**src/rtl/pattern_serializer.sv**
```systemverilog
// rtl/pattern_serializer.sv - parallel-to-serial frame transmitter with idle gap; optional even parity via PATTERN_SERIALIZER_PARITY_EN
module pattern_serializer #(
    parameter int WIDTH      = 8,
    parameter int GAP_CYCLES = 2,
    parameter bit MSB_FIRST  = 1'b1
) (
    input  logic             clk,
    input  logic             reset,
    input  logic [WIDTH-1:0] data_in,
    input  logic             valid_in,
    output logic             ready,
    output logic             a_out,
    output logic             a_valid,
    output logic             busy,
    output logic             done
);

    localparam int CW = $clog2(WIDTH + 1);
    localparam int GW = $clog2(GAP_CYCLES + 1);

    typedef enum logic [1:0] {IDLE, SHIFT, PARITY, GAP} state_t;

    state_t           state, state_n;
    logic [CW-1:0]    bit_cnt, bit_cnt_n;
    logic [GW-1:0]    gap_cnt, gap_cnt_n;
    logic [WIDTH-1:0] shreg, shreg_n, shifted;
    logic             ready_n, a_out_n, a_valid_n, busy_n, done_n;
`ifdef PATTERN_SERIALIZER_PARITY_EN
    logic             par, par_n;
`endif

    function automatic logic head(input logic [WIDTH-1:0] v);
        return MSB_FIRST ? v[WIDTH-1] : v[0];
    endfunction

    // Outputs are computed one cycle ahead and registered with the state.
    always_comb begin
        state_n   = state;
        bit_cnt_n = bit_cnt;
        gap_cnt_n = gap_cnt;
        shreg_n   = shreg;
        ready_n   = 1'b0;
        a_out_n   = 1'b0;
        a_valid_n = 1'b0;
        busy_n    = 1'b1;
        done_n    = 1'b0;
`ifdef PATTERN_SERIALIZER_PARITY_EN
        par_n     = par;
`endif
        shifted   = MSB_FIRST ? {shreg[WIDTH-2:0], 1'b0} : {1'b0, shreg[WIDTH-1:1]};
        case (state)
            IDLE: begin
                busy_n  = 1'b0;
                ready_n = 1'b1;
                if (valid_in && ready) begin
                    state_n   = SHIFT;
                    shreg_n   = data_in;
                    bit_cnt_n = '0;
                    a_out_n   = head(data_in);
                    a_valid_n = 1'b1;
                    busy_n    = 1'b1;
                    ready_n   = 1'b0;
`ifdef PATTERN_SERIALIZER_PARITY_EN
                    par_n     = ^data_in;
`endif
                end
            end
            SHIFT: begin
                if (bit_cnt == CW'(WIDTH - 1)) begin
                    bit_cnt_n = '0;
                    gap_cnt_n = '0;
`ifdef PATTERN_SERIALIZER_PARITY_EN
                    state_n   = PARITY;
                    a_out_n   = par;
                    a_valid_n = 1'b1;
`else
                    state_n   = GAP;
`endif
                end else begin
                    bit_cnt_n = bit_cnt + 1'b1;
                    shreg_n   = shifted;
                    a_out_n   = head(shifted);
                    a_valid_n = 1'b1;
                end
            end
`ifdef PATTERN_SERIALIZER_PARITY_EN
            PARITY: begin
                state_n   = GAP;
                gap_cnt_n = '0;
            end
`endif
            GAP: begin
                if (gap_cnt == GW'(GAP_CYCLES - 1)) begin
                    state_n   = IDLE;
                    gap_cnt_n = '0;
                    done_n    = 1'b1;
                    ready_n   = 1'b1;
                    busy_n    = 1'b0;
                end else begin
                    gap_cnt_n = gap_cnt + 1'b1;
                end
            end
            default: begin
                state_n = IDLE;
                busy_n  = 1'b0;
                ready_n = 1'b1;
            end
        endcase
    end

    always_ff @(posedge clk) begin
        if (reset) begin
            state   <= IDLE;
            bit_cnt <= '0;
            gap_cnt <= '0;
            shreg   <= '0;
            ready   <= 1'b1;
            a_out   <= 1'b0;
            a_valid <= 1'b0;
            busy    <= 1'b0;
            done    <= 1'b0;
`ifdef PATTERN_SERIALIZER_PARITY_EN
            par     <= 1'b0;
`endif
        end else begin
            state   <= state_n;
            bit_cnt <= bit_cnt_n;
            gap_cnt <= gap_cnt_n;
            shreg   <= shreg_n;
            ready   <= ready_n;
            a_out   <= a_out_n;
            a_valid <= a_valid_n;
            busy    <= busy_n;
            done    <= done_n;
`ifdef PATTERN_SERIALIZER_PARITY_EN
            par     <= par_n;
`endif
        end
    end

endmodule
```
**config.mk**
```make
export PLATFORM = sky130hd
export DESIGN_NAME = pattern_serializer
export DESIGN_NICKNAME = d
export VERILOG_FILES = /design/src/rtl/pattern_serializer.sv
export SDC_FILE = /design/constraint.sdc
export NUM_CORES = 1
export LEC_CHECK = 0
export CORE_MARGIN = 2
export CORE_UTILIZATION = 40
export DETAILED_ROUTE_END_ITERATION = 12
export PLACE_DENSITY_LB_ADDON = 0.3
export REMOVE_ABC_BUFFERS = 1
export SYNTH_ARGS = -nofsm -noshare
export SYNTH_HDL_FRONTEND = slang
export SYNTH_SLANG_ARGS = --single-unit
```
**constraint.sdc**
```tcl
create_clock -name clk -period 1.6 [get_ports clk]
set_input_delay 0.16 -clock clk [delete_from_list [all_inputs] [get_ports clk]]
set_output_delay 0.16 -clock clk [all_outputs]
set_load 0.03 [all_outputs]
```
==> After elaboration in Yosys (flattened, before gate mapping) <==
Index checks and enable logic that the tools add are counted.
{ "totals": {"regBits": 20, "output_inout_bits": 5, "inputBits": 11, "wordCells": 53} }
{ "op_classes": {"n_bitwise": 1, "eq_ne": 8, "addsub": 2, "n_reduce_logical": 9, "muxes": 24} }
{ "op_table": {"columns": ["cell", "count"], "rows": [
  ["7-bit two-way mux", 2],
  ["7-bit case mux with 2 select lines", 1],
  ["2-bit two-way mux", 5],
  ["4-bit two-way mux", 2],
  ["2-bit != test (second input constant)", 4],
  ["4-bit case mux with 2 select lines", 1],
  ["1-bit two-way mux", 7],
  ["1-bit case mux with 3 select lines", 2],
  ["2-bit case mux with 3 select lines", 1],
  ["3-bit AND reduction", 2],
  ["4-bit by 1-bit adder with 4-bit output (second input constant)", 1],
  ["2-bit by 1-bit == test with 1-bit output (second input constant)", 2],
  ["4-bit by 3-bit == test with 1-bit output (second input constant)", 1],
  ["1-bit case mux with 2 select lines", 2],
  ["2-bit case mux with 2 select lines", 1],
  ["2-bit AND reduction", 2],
  ["2-bit nonzero test", 2],
  ["2-bit by 1-bit adder with 2-bit output (second input constant)", 1],
  ["2-bit == test (second input constant)", 1],
  ["2-bit zero test", 1],
  ["2-bit OR reduction", 1],
  ["1-bit logical AND", 1],
  ["1-bit NOT", 1]
]} }

==> Logic depth before layout (Yosys ltp) <==
{ "depth": {"word_depth": 3, "depth_mapped": 6, "depth_no_buf": 4} }

==> Least setup slack after synthesis <==
No wires, ideal clock.
{ "synth_timing": {"kind": "register -> register", "from": "reg bit_cnt[0]", "to": "reg shreg[1]", "stages_incl_launch_ff": 5, "synth_period_minus_slack_ps": 1281, "arrival_ps": 1143, "path_buffers": 0, "setup_ps": 138, "path_slack_ps": 319, "required_time_ps": 1462, "cell_sequence": "dfxtp_1 -> ha_1 -> and3b_1 -> o21ai_1 -> a211oi_1"} }
{ "synth_between": {"elab_chain_cells": 3} }
{ "synth_rtl": {"columns": ["element", "line_no", "text"], "rows": [
  ["start, declared", "24", "logic [CW-1:0] bit_cnt, bit_cnt_n;"],
  ["start signal, assigned", "127", "bit_cnt <= bit_cnt_n;"],
  ["4-bit by 3-bit == test with 1-bit output", "69", "if (bit_cnt == CW'(WIDTH - 1)) begin"],
  ["2-bit != test (no source line)", null, null],
  ["3-bit AND reduction (no source line)", null, null],
  ["end signal, assigned", "129", "shreg <= shreg_n;"],
  ["end, declared", "26", "logic [WIDTH-1:0] shreg, shreg_n, shifted;"]
]} }
Every way passes these cells.
A chain may end at the register's enable or synchronous reset.

==> Final worst setup path <==
{ "layout_timing": {"from": "reg ready", "to": "out ready"} }
{ "layout_rtl": {"columns": ["element", "line_no", "text"], "rows": [
  ["start, declared", "11", "output logic ready,"],
  ["start signal, assigned", "130", "ready <= ready_n;"]
]} }
No word-level cell between the ends.

==> impl_metrics.json <==
{
  "slowest_stage": "clkdlybuf4s50_1",
  "cp-end-kind": "primary output",
  "overflow": 0,
  "drc": 0,
  "place_area_mm2": 0.00107,
  "via_count": 748,
  "fp-row-count": 17,
  "max_freq_mhz": 665,
  "path_cells": "clkdlybuf4s50_1",
  "cts-root-buf": "clkbuf_4",
  "rsz0062_at_grt": "false",
  "post-dp-hpwl_um": 1280,
  "top_usage_layer": "met2",
  "hold_buffers": 0,
  "port_buffers": 15,
  "p_sw_mw": 0.314,
  "p_per_area_mw_per_mm2": 1090,
  "fp.dieH_um": 51.7,
  "use_met1_pct": 20.8,
  "period_needed_ps": 1500,
  "drt_iter0_drc": 20,
  "htreeDepth": 1,
  "dp.cells": 131,
  "cp_max_fo": 3,
  "nNetsFinal": 120,
  "die_w_um": 51.7,
  "met2_usage_pct": 24.8,
  "synth_seq_cells": 20,
  "fin_crit_sh_pct": 94.0,
  "critPathArrivalTime_ps": 1340,
  "grt_pass1_vias": 709,
  "p_clk_share_pct": 34.0,
  "wl_per_cell_um": 13.5,
  "cts_tree": "done",
  "critPathTopFamily": "buffers and inverters",
  "post_cts_buffers": 0,
  "clk_path_buf_depth": 2,
  "async_flop_share_pct": 0,
  "leakage_nw": 0.426,
  "layout-drive-gt1-share_pct": 11.2,
  "vdd_drop_max_uv": 782,
  "critPathMaxStageDelay_ps": 670,
  "wl_um": 1830,
  "place_ws_ps": 158,
  "synth_cell_type_count": 32,
  "start_util_pct": 41.5,
  "ioPinCount": 16,
  "swShare_pct": 25.7,
  "syn_area_um2": 910,
  "start_kind": "flip-flop",
  "status": "completed",
  "setup_ws_ps": 95.3,
  "met3_usage_pct": 5.17,
  "fin_area_mm2": 0.00112,
  "hold_viol_final": 0,
  "core_area_mm2": 0.00219,
  "syn_to_final_growth_pct": 23.1,
  "netlist_instances": 91,
  "maxCapViolCount": 0,
  "tns_ps": 0,
  "firstDrtPassIters": 4,
  "hp-class": "in -> reg",
  "max_slew_margin_pct": 73.3,
  "grt_max_degree": 15,
  "antenna_left": 0,
  "synthFlopType": "dfxtp_1",
  "gp_congestion": 0.769,
  "path_class": "reg -> out",
  "cts_buffers": 3,
  "path_buf_inv": 1,
  "fin_cells": 135,
  "setup_viol": 0,
  "cts_repair_resize_count": 0,
  "path_clk_slew_ps": 130,
  "synth_edf_count": 0,
  "pwr-share-comb_pct": 19.4,
  "antenna_found_initial": 0,
  "crit_required_ps": 1440,
  "vias_per_cell": 5.54,
  "fin_hold_ws_ps": 415,
  "seq_area_frac_synth_pct": 44.0,
  "ys_warn_count": 0,
  "grt_pass1_wl_um": 3160,
  "sequentialPowerShare_pct": 46.6,
  "grtUsageTotal_pct": 15.9,
  "p_int_mw": 0.905,
  "drv_slew": 0,
  "clock_latency_ps": 310,
  "avgSynthCellArea_um2": 10.0,
  "clock_skew_ps": 18.1,
  "cts.sinks": 20,
  "diodes": 0,
  "die_area_mm2": 0.00267,
  "tightest_slew_ps": 400
}
## power groups by stage
stage	clock network [mW]	logic, mW	registers, mW
after floorplan	0	0.122	0.596
after CTS	0.424	0.237	0.568
after detailed placement	0	0.235	0.579
final	0.415	0.236	0.568
after global placement	0	0.230	0.579
after global routing	0.445	0.258	0.575
## cell type report
| type | count | area, um2 |
|---|---|---|
| timing repair buffer | 19 | 180 |
| multi-input combinational | 62 | 444 |
| fill | 203 | 1070 |
| clock buffer | 3 | 22.5 |
| tap | 28 | 35.0 |
| inverter | 2 | 7.51 |
| clock inverter | 1 | 30.0 |
| sequential | 20 | 400 |
## state kept, by name, summed over array words and instances (netlist names)
signal	count
a_out	1
a_valid	1
ready	1
state	2
shreg	7
busy	1
bit_cnt	4
gap_cnt	2
done	1
## through the flow
step / total power [mW] / util [%]
global route: 1.28 / 51.1
floorplan: 0.718 / -
global placement: 0.808 / 48.7
CTS: 1.23 / 51.1
detailed placement: 0.815 / 48.7
finish: 1.22 / 51.1
## synthesized netlist by cell type (all sizes together), types with 2 or more instances
cell type,number,area [um2]
nor2,3,11.3
a21oi,8,40.0
dfxtp,20,400
buf,5,50.0
clkbuf,2,7.51
o21ai,2,10.0
nand2,4,15.0
nand3,6,30.0
mux2i,6,60.1
a211oi,14,110
inv,2,7.51
nor3,2,10.0
## per-layer routing
metal	routed length, um	vias to the layer above	part of all wire (%)
met2	835	13	46
met3	68	2	3.7
li1	-	379	-
met4	21	0	1.2
met5	0	-	0
met1	899	354	49
## kinds of logic after synthesis
| logic type | share of synthesized area (%) |
|---|---|
| multiplexers | 6.60 |
| flip-flops | 44.0 |
| AND/OR/NAND/NOR | 15.8 |
| AO/OA/AOI/OAI | 25.0 |
| buffers and inverters | 7.15 |
| adder cells (fa/ha/maj) | 1.38 |
## placed cells by master, fill, tap and decap left out, drive strengths merged, types with 2 or more instances in the layout
cell	Yosys	routed
a211oi	14	14
a21oi	8	8
buf	5	4
clkbuf	2	3
clkdlybuf4s50	0	15
dfxtp	20	20
inv	2	2
mux2i	6	6
nand2	4	4
nand3	6	6
nor2	3	3
nor3	2	2
o21ai	2	2
## worst paths after layout
| check | start | depth (start not counted) | to | slack [ps] |
|---|---|---|---|---|
| worst min register to register | gap_cnt[1] | 2 | gap_cnt[1] | 490 |
| worst min-delay path | data_in[0] | 3 | shreg[0] | 420 |
| worst max-delay path | ready | 1 | ready | 100 |
| worst max register to register | bit_cnt[0] | 4 | shreg[6] | 120 |
No activity file was read; power rests on OpenSTA's default activity.
